`src/rtl/seg_scan_capture.sv`:
```
// Receive-side monitor for a 6-digit multiplexed 7-segment bus.
// Debounces each scan phase, decodes it back to a symbol, and publishes complete frames.

module seg_scan_slot (
    input  logic       i_clk,
    input  logic       i_clr,
    input  logic       i_wr,
    input  logic       i_commit,
    input  logic [3:0] i_sym,
    input  logic       i_dp,
    input  logic       i_err,
    output logic [3:0] o_sym,
    output logic       o_dp,
    output logic       o_err
);
    logic [3:0] r_sh_sym;
    logic       r_sh_dp;
    logic       r_sh_err;
    logic [3:0] r_sym;
    logic       r_dp;
    logic       r_err;

    always_ff @(posedge i_clk) begin
        if (i_clr) begin
            r_sh_sym <= 4'h0;
            r_sh_dp  <= 1'b0;
            r_sh_err <= 1'b0;
            r_sym    <= 4'hF;
            r_dp     <= 1'b0;
            r_err    <= 1'b0;
        end else begin
            if (i_wr) begin
                r_sh_sym <= i_sym;
                r_sh_dp  <= i_dp;
                r_sh_err <= i_err;
            end
            if (i_commit) begin
                r_sym <= r_sh_sym;
                r_dp  <= r_sh_dp;
                r_err <= r_sh_err;
            end
        end
    end

    assign o_sym = r_sym;
    assign o_dp  = r_dp;
    assign o_err = r_err;
endmodule

module seg_scan_capture #(
    parameter int STABLE_CYC  = 1000,
    parameter int TIMEOUT_CYC = 200000
) (
    input  logic        i_clk,
    input  logic        i_clr,
    input  logic [7:0]  i_seg,
    input  logic [5:0]  i_dig,
    output logic [23:0] o_digits,
    output logic [5:0]  o_dp,
    output logic [5:0]  o_seg_err,
    output logic        o_frame_valid,
    output logic        o_stalled
);
    localparam int          NPOS     = 6;
    localparam logic [15:0] CNT_LAST = 16'(STABLE_CYC - 1);
    localparam logic [19:0] TMO_LIM  = 20'(TIMEOUT_CYC);

    typedef enum logic {ST_SETTLE, ST_SAMPLED} state_t;
    state_t r_state, w_state_nxt;

    logic [7:0]  r_seg, r_seg_prev;
    logic [5:0]  r_dig, r_dig_prev;
    logic [15:0] r_stable_cnt;
    logic [19:0] r_tmo_cnt;
    logic [5:0]  r_seen;
    logic        r_frame_valid;

    logic        w_same, w_dig_ok, w_sample, w_commit, w_err;
    logic [5:0]  w_sel, w_wr;
    logic [3:0]  w_sym;

    assign w_same   = ({r_seg, r_dig} == {r_seg_prev, r_dig_prev});
    assign w_sel    = ~r_dig;
    assign w_dig_ok = (w_sel != 6'd0) && ((w_sel & (w_sel - 6'd1)) == 6'd0);
    assign w_commit = (r_seen == 6'h3F);

    // DP does not take part in decode; 06 is always 1, there is no D glyph.
    always_comb begin
        w_sym = 4'hF;
        w_err = 1'b0;
        case (r_seg[6:0])
            7'h3F: w_sym = 4'h0;
            7'h06: w_sym = 4'h1;
            7'h5B: w_sym = 4'h2;
            7'h4F: w_sym = 4'h3;
            7'h66: w_sym = 4'h4;
            7'h6D: w_sym = 4'h5;
            7'h7D: w_sym = 4'h6;
            7'h07: w_sym = 4'h7;
            7'h7F: w_sym = 4'h8;
            7'h6F: w_sym = 4'h9;
            7'h77: w_sym = 4'hA;
            7'h7C: w_sym = 4'hB;
            7'h3E: w_sym = 4'hC;
            7'h37: w_sym = 4'hE;
            7'h00: w_sym = 4'hF;
            default: begin
                w_sym = 4'hF;
                w_err = 1'b1;
            end
        endcase
    end

    always_comb begin
        w_state_nxt = r_state;
        w_sample    = 1'b0;
        case (r_state)
            ST_SETTLE: begin
                if (w_same && (r_stable_cnt == CNT_LAST) && w_dig_ok) begin
                    w_sample    = 1'b1;
                    w_state_nxt = ST_SAMPLED;
                end
            end
            ST_SAMPLED: begin
                if (!w_same) w_state_nxt = ST_SETTLE;
            end
            default: w_state_nxt = ST_SETTLE;
        endcase
    end

    always_ff @(posedge i_clk) begin
        if (i_clr) begin
            r_state       <= ST_SETTLE;
            r_seg         <= 8'h00;
            r_dig         <= 6'h00;
            r_seg_prev    <= 8'h00;
            r_dig_prev    <= 6'h00;
            r_stable_cnt  <= 16'd0;
            r_tmo_cnt     <= 20'd0;
            r_seen        <= 6'd0;
            r_frame_valid <= 1'b0;
        end else begin
            r_state    <= w_state_nxt;
            r_seg      <= i_seg;
            r_dig      <= i_dig;
            r_seg_prev <= r_seg;
            r_dig_prev <= r_dig;
            if (!w_same)
                r_stable_cnt <= 16'd0;
            else if (r_stable_cnt != 16'hFFFF)
                r_stable_cnt <= r_stable_cnt + 16'd1;
            if (w_sample)
                r_tmo_cnt <= 20'd0;
            else if (r_tmo_cnt != 20'hFFFFF)
                r_tmo_cnt <= r_tmo_cnt + 20'd1;
            // A sample can never land on a commit cycle, but OR it in so it is never lost.
            r_seen        <= (w_commit ? 6'd0 : r_seen) | w_wr;
            r_frame_valid <= w_commit;
        end
    end

    for (genvar p = 0; p < NPOS; p++) begin : g_pos
        assign w_wr[p] = w_sample & w_sel[NPOS-1-p];
        seg_scan_slot u_slot (
            .i_clk    (i_clk),
            .i_clr    (i_clr),
            .i_wr     (w_wr[p]),
            .i_commit (w_commit),
            .i_sym    (w_sym),
            .i_dp     (r_seg[7]),
            .i_err    (w_err),
            .o_sym    (o_digits[4*p +: 4]),
            .o_dp     (o_dp[p]),
            .o_err    (o_seg_err[p])
        );
    end

    assign o_frame_valid = r_frame_valid;
    assign o_stalled     = (r_tmo_cnt >= TMO_LIM);
endmodule
```
`config.mk`:
```
export PLATFORM = sky130hd
export DESIGN_NAME = seg_scan_capture
export DESIGN_NICKNAME = d
export VERILOG_FILES = /design/src/rtl/seg_scan_capture.sv
export SDC_FILE = /design/constraint.sdc
export NUM_CORES = 1
export LEC_CHECK = 0
export CORE_MARGIN = 2
export CORE_UTILIZATION = 52
export CTS_CLUSTER_SIZE = 40
export DETAILED_ROUTE_END_ITERATION = 7
export GPL_TIMING_DRIVEN = 0
export HOLD_SLACK_MARGIN = 0.06
export PLACE_DENSITY = 0.76
export SYNTH_ARGS = -nofsm -noshare
export SYNTH_HDL_FRONTEND = slang
export SYNTH_HIERARCHICAL = 1
export SYNTH_SLANG_ARGS = --single-unit
```
`constraint.sdc`:
```
create_clock -name i_clk -period 2.4 [get_ports i_clk]
set_clock_uncertainty 0.1 [all_clocks]
set_input_delay 0.24 -clock i_clk [delete_from_list [all_inputs] [get_ports i_clk]]
set_output_delay 0.24 -clock i_clk [all_outputs]
set_load 0.01 [all_outputs]
```
### After elaboration in Yosys (flattened, before gate mapping)

Index checks and enable logic that the tools add are counted.

| storage, ports and cells | value |
|---|---|
| flip-flop bits (word level) | 144 |
| input bits | 16 |
| output and inout bits | 38 |
| word-level logic and storage cells | 95 |

| operators by class | value |
|---|---|
| $add $sub $neg | 3 |
| magnitude comparators | 1 |
| eq/ne operators | 19 |
| mux-type cells | 7 |
| bitwise logic cells | 11 |
| reduce and logical (&&, ||, !) cells | 9 |

Operators by type and width:

| cell | number |
|---|---|
| $eq A7 B7 Y1 const B | 9 |
| $pmux W4 S14 | 1 |
| $eq A7 B6 Y1 const B | 3 |
| $add A20 B1 Y20 const B | 1 |
| $ge A20 B18 Y1 const B | 1 |
| $ne A20 B20 Y1 const B | 1 |
| $add A16 B1 Y16 const B | 1 |
| $eq A16 B10 Y1 const B | 1 |
| $ne A16 B16 Y1 const B | 1 |
| $reduce_or A15 Y1 | 1 |
| $eq A14 B14 Y1 | 1 |
| $eq A7 B3 Y1 const B | 2 |
| $logic_not A7 Y1 | 1 |
| $and A1 B1 Y1 | 6 |
| $and A6 B6 Y6 | 1 |
| $eq A6 B6 Y1 const B | 1 |
| $logic_not A6 Y1 | 1 |
| $mux W6 | 1 |
| $not A6 Y6 | 1 |
| $or A6 B6 Y6 | 1 |
| $reduce_bool A6 Y1 | 1 |
| $sub A6 B1 Y6 const B | 1 |
| $mux W1 | 4 |
| $reduce_or A2 Y1 | 2 |
| 3 further kinds | 6 |

### Logic depth before layout (Yosys ltp)

| logic depth | value |
|---|---|
| depth after elaboration | 10 |
| gate-level depth with buffers | 10 |
| mapped depth without buffers | 8 |

### Hierarchy

The synthesis kept the hierarchy.

Modules (own cells, without submodules):

| module | times used | cells each | area an instance (sq um) |
|---|---|---|---|
| seg_scan_capture | 1 | 397 | 3379.5 |
| seg_scan_slot | 6 | 39 | 450.4 |

### Worst setup path before layout

No wires, ideal clock.

| timing | value |
|---|---|
| kind | reg2reg |
| start | register r_dig[2] |
| end | register g_pos[2].u_slot.r_sh_sym[2] |
| library setup time | 0.115 ns |
| data arrival time | 2.128 ns |
| required time | 2.185 ns |
| path slack | 0.057 ns |
| stages on the path, launching flop included | 11 |
| buffers on the path | 3 |
| period minus slack after synthesis | 2.343 ns |
| cell sequence | dfxtp_1 buf_2 nand4_1 or3_1 a2111o_1 or2_4 buf_6 nor2_1 buf_4 mux2i_1 nor2_1 |

| between the ends | value |
|---|---|
| longest elaborated chain between the ends | 9 |

Ends and longest elaborated chain:

| item | RTL line | source |
|---|---|---|
| from (decl) | 72 | `logic [5:0] r_dig, r_dig_prev;` |
| from (signal assigned) | 145 | `r_dig <= i_dig;` |
| $not A6 Y6 | 83 | `assign w_sel = ~r_dig;` |
| $sub A6 B1 Y6 | 84 | `assign w_dig_ok = (w_sel != 6'd0) && ((w_sel & (w_sel - 6'd1)) == 6'd0);` |
| $and A6 B6 Y6 | 84 |  |
| $logic_not A6 Y1 | 84 |  |
| $logic_and A1 B1 Y1 | 84 |  |
| $logic_and A1 B1 Y1 (*) | 119 | `if (w_same && (r_stable_cnt == CNT_LAST) && w_dig_ok) begin` |
| $mux W1 (*) | 119 |  |
| $mux W1 (*) | 117 | `case (r_state)` |
| $and A1 B1 Y1 (*) | 163 | `assign w_wr[p] = w_sample & w_sel[NPOS-1-p];` |
| named net w_wr[2] | 79 | `logic [5:0] w_sel, w_wr;` |
| to (signal assigned) | 33 | `r_sh_sym <= i_sym;` |
| to (decl) | 16 | `logic [3:0] r_sh_sym;` |

The timed path passes the listed nets; every way through them passes the cells marked *.
A chain may end at the register's enable or synchronous reset.

### Final worst setup path

| timing | value |
|---|---|
| start | register r_stable_cnt[12] |
| end | register g_pos[0].u_slot.r_sh_sym[0] |

| between the ends | value |
|---|---|
| longest elaborated chain between the ends | 6 |

Ends and longest elaborated chain:

| item | RTL line | source |
|---|---|---|
| from (decl) | 73 | `logic [15:0] r_stable_cnt;` |
| from (signal assigned) | 151 | `r_stable_cnt <= r_stable_cnt + 16'd1;` |
| $eq A16 B10 Y1 | 119 |  |
| $logic_and A1 B1 Y1 (2 in a row) | 119 |  |
| $mux W1 | 119 |  |
| $mux W1 | 117 |  |
| $and A1 B1 Y1 | 163 |  |
| named net w_wr[0] | 79 |  |
| to (signal assigned) | 33 |  |
| to (decl) | 16 |  |

The timed path passes the listed nets, and every way through them passes these cells.

==> flow_metrics.py <==
metrics = {
    "setup_path": {
        "cp-startpoint": "r_stable_cnt[12]$_SDFFE_PP0P_",
        "path_buf_inv": 1,
        "crit_path_max_fanout": 7,
        "slowest_stage": "a2111o_1",
        "slowest_delay_ns": 0.42,
        "start_kind": "flip-flop",
        "crit_required_ns": 2.60,
        "cp_data_arrival_time_ns": 2.55,
        "endpoint_kind": "flip-flop",
        "r2r_start": "r_stable_cnt[12]$_SDFFE_PP0P_",
        "critical_path_class": "reg -> reg",
        "reg2reg_slack_ns": 0.05,
        "path_cells": "nor4_2 > nand4_1 > a2111o_1 > or2_4 > nor2_4 > buf_6 > mux2i_2 > nor2_1",
        "cp_top_family": "simple AND/OR/NAND/NOR gates",
    },
    "timing": {
        "rsz0062_at_grt": "yes",
        "hold_violations": 0,
        "slew_violations": 0,
        "tightest_slew_ns": 1.03,
        "post-route-period-util_pct": 98.0,
        "slew-limit-headroom_pct": 30.9,
        "setup_viol": 0,
        "period_needed_ns": 2.35,
        "timing.hold.ws_ns": 0.273,
        "fmax_mhz": 425,
    },
    "synth": {
        "synth-edff-count": 0,
        "netlist_instances": 631,
        "syn_nets": 650,
        "dominantRegCellSynth": "dfxtp_1",
        "avgSynthCellArea_um2": 9.64,
        "ys_seq_area_share_pct": 47.4,
        "synth_area_mm2": 0.00608,
        "async_reset_ff_share_pct": 0,
        "synth_seq_cells": 144,
        "ys_types": 55,
        "synth_warnings": 6,
    },
    "routing": {
        "vias": 4808,
        "drt_iter0_drc": 376,
        "routed-wl-met3_um": 642,
        "drt_pre_antenna_iters": 7,
        "routed_via_density": 5.54,
        "remaining_drc_errors": 0,
        "ant_nets": 0,
        "drt-met1-wl_um": 5760,
        "wl_per_cell_um": 15.0,
        "wl_met2_um": 6240,
        "routed.top_layer": "met4",
        "postRouteWirelength_um": 13000,
    },
    "global_routing": {
        "first_global_vias": 4647,
        "grt_pass1_wl_um": 21700,
        "grt-ovfl-total": 0,
        "grt_max_degree": 21,
        "antenna_found_initial": 0,
        "grt_usage_pct": 21.1,
    },
    "floorplanning": {
        "die_area_mm2": 0.0126,
        "rows": 39,
        "die_x_um": 112,
        "die_h_um": 112,
        "core-area_mm2": 0.0114,
        "initial_utilization_pct": 53.3,
        "ios": 54,
    },
    "pwr": {
        "sequentialPowerShare_pct": 47.2,
        "p_switching_mw": 1.12,
        "combPwrFrac_pct": 3.7,
        "finalPower_mw": 5.19,
        "power_leakage_nw": 2.76,
        "p_per_area_mw_per_mm2": 687,
        "pwr-share-clk_pct": 49.1,
        "intPower_mw": 4.07,
        "switching_share_pct": 21.6,
        "vdd_drop_max_mv": 0.453,
    },
    "placed_design": {
        "placedCellCount": 827,
        "io_buffers": 53,
        "place_area_mm2": 0.00679,
        "dp_hpwl_um": 8620,
        "gp_congestion": 0.867,
    },
    "clock_tree": {
        "cts_inserted_buffers": 17,
        "clk_pin_slew_ns": 0.06,
        "tritoncts": "built",
        "htree_levels": 4,
        "clock_latency_ns": 0.41,
        "cts.sinks": 144,
        "clk_path_buf_depth": 2,
        "clockRootBuffer": "clkbuf_16",
    },
    "final_layout": {
        "fin_nets": 731,
        "antenna_cells": 0,
        "fin_util_pct": 66.2,
        "drive_above_1_share_pct": 16.8,
        "design_area_mm2": 0.00756,
        "finalNonFillerCells": 868,
        "syn_to_final_growth_pct": 24.3,
    },
    "run": {
        "maxCapViolCount": 0,
    },
    "run_status": {
        "outcome": "finished clean",
    },
    "hold_path": {
        "min-delay-start": "i_seg[5]",
        "hp-class": "in -> reg",
    },
}
[cells in the mapped netlist (all sizes together), types with 2 or more instances]
library cell / count / area share [%]
clkbuf: 16 / 1.0
a31oi: 3 / 0.31
a211o: 24 / 3.5
a21oi: 14 / 1.2
or2: 2 / 0.25
and4: 3 / 0.43
mux2i: 50 / 8.2
and3: 9 / 0.93
xor2: 26 / 3.7
nand4: 13 / 1.3
nand2: 28 / 1.7
nor4bb: 2 / 0.33
nand3b: 2 / 0.25
o211ai: 5 / 0.62
o21ai: 11 / 0.91
o2111ai: 2 / 0.29
and2: 2 / 0.21
xnor2: 12 / 1.7
nor4: 9 / 0.93
o31ai: 7 / 1.2
inv: 8 / 0.49
nand2b: 2 / 0.21
or3: 2 / 0.21
nand3: 20 / 1.6
a2111oi: 2 / 0.29
nor3: 11 / 0.91
or4: 2 / 0.25
ha: 3 / 0.62
dfxtp: 144 / 47
o21a: 2 / 0.25
nor2b: 52 / 6.3
a211oi: 5 / 0.62
nor2: 100 / 6.2
buf: 23 / 3.5
[power by group through the flow]
stage | clock [mW] | sequential (mW) | combinational (mW)
4_1_cts | 2.60 | 2.45 | 0.194
3_5_place_dp | 0 | 2.50 | 0.180
5_1_grt | 2.71 | 2.45 | 0.208
3_3_place_gp | 0 | 2.49 | 0.173
2_1_floorplan | 0 | 2.49 | 0.118
6_report | 2.55 | 2.45 | 0.190
[path summary, 6_finish.rpt]
| path | end | cells past startpoint |
|---|---|---|
| worst max-delay path | g_pos[0].u_slot/r_sh_sym[0]$_SDFFE_PP0P_ | 8 |
| worst max register to register | g_pos[0].u_slot/r_sh_sym[0]$_SDFFE_PP0P_ | 8 |
| worst min register to register | r_state$_SDFF_PP0_ | 2 |
| worst min-delay path | r_seg[5]$_SDFF_PP0_ | 2 |
[layer usage]
metal	global-route usage, %	vias to the layer above
met2	34.5	148
met1	26.7	2266
met4	9.35	0
li1	-	2365
met5	0	-
met3	5.02	29
[worst reg2reg max path: stages, from the launching register on]
cell,delay [ns]
dfxtp_1,0.35
nor4_2,0.35
nand4_1,0.13
a2111o_1,0.42
or2_4,0.33
nor2_4,0.12
buf_6,0.14
mux2i_2,0.22
nor2_1,0.07
[flip-flops by register name (all words and copies together) (netlist names)]
| signal | flops |
|---|---|
| g_pos.u_slot/o_sym | 24 |
| g_pos.u_slot/o_err | 6 |
| g_pos.u_slot/r_sh_err | 6 |
| g_pos.u_slot/o_dp | 6 |
| r_dig | 6 |
| r_stable_cnt | 16 |
| g_pos.u_slot/r_sh_dp | 6 |
| r_seg | 8 |
| o_frame_valid | 1 |
| r_seen | 6 |
| r_tmo_cnt | 20 |
| r_state | 1 |
| g_pos.u_slot/r_sh_sym | 24 |
| r_dig_prev | 6 |
| r_seg_prev | 8 |
[per-stage QoR]
stage                     setup WS, ns  setup TNS [ns]
after global placement          -0.283          -14.20
after global routing           -0.0739           -1.36
after CTS                       0.0107               0
after detailed placement        -0.328          -19.72
final                           0.0486               0
after floorplan                 0.0574               0
[cell usage in the layout (no fill, tap or decap), types with 3 or more instances in the layout]
| cell type | synthesis | layout |
|---|---|---|
| dfxtp_1 | 144 | 136 |
| nor2_1 | 100 | 94 |
| clkdlybuf4s50_1 | 0 | 51 |
| mux2i_1 | 50 | 48 |
| nor2b_1 | 28 | 28 |
| nand2_1 | 28 | 27 |
| xor2_1 | 26 | 26 |
| nor2b_2 | 24 | 24 |
| a211o_1 | 24 | 24 |
| nand3_1 | 20 | 19 |
| clkbuf_16 | 0 | 17 |
| buf_6 | 13 | 16 |
| buf_4 | 6 | 16 |
| a21oi_1 | 14 | 14 |
| nand4_1 | 13 | 13 |
| xnor2_1 | 12 | 12 |
| o21ai_0 | 11 | 11 |
| clkbuf_1 | 15 | 10 |
| nor3_1 | 11 | 10 |
| and3_1 | 9 | 9 |
| inv_1 | 8 | 8 |
| nor4_1 | 9 | 8 |
| clkinv_4 | 0 | 6 |
| dfxtp_2 | 0 | 6 |
| a211oi_1 | 5 | 5 |
| buf_2 | 4 | 5 |
| o211ai_1 | 5 | 5 |
| o31ai_2 | 4 | 4 |
| nor2_2 | 0 | 4 |
| o31ai_1 | 3 | 3 |
| and4_1 | 3 | 3 |
| a31oi_1 | 3 | 3 |
| clkinv_2 | 0 | 3 |
[kinds of logic (layout without fill, tap and decap cells)]
group / count (synthesis) / in the layout / share of synthesized area, %
and+or+nand+nor: 264 / 264 / 22.8
DFF: 144 / 144 / 47.4
adders and majority gates: 3 / 3 / 0.617
muxes: 50 / 50 / 8.23
AOI/OAI and AO/OA: 85 / 85 / 10.5
xor gates and xnor gates: 38 / 38 / 5.47
buffers and inverters: 47 / 141 / 4.98
[final cells by class]
type,count,area [um^2]
buffer,32,255
sequential,144,2900
clock buffer,20,447
fill,899,3860
inverter,8,30.0
clock inverter,12,136
timing repair buffer,69,666
tap,143,179
multi-input combinational,440,2950
[timing repair]
item | in CTS | in global routing
pin swaps | 3 | 9
setup buffers | 8 | 8
resized for setup | 11 | 37
setup endpoints to repair | 41 | 57
hold buffers | 0 | 0
Power figures use the tool's default switching activity.
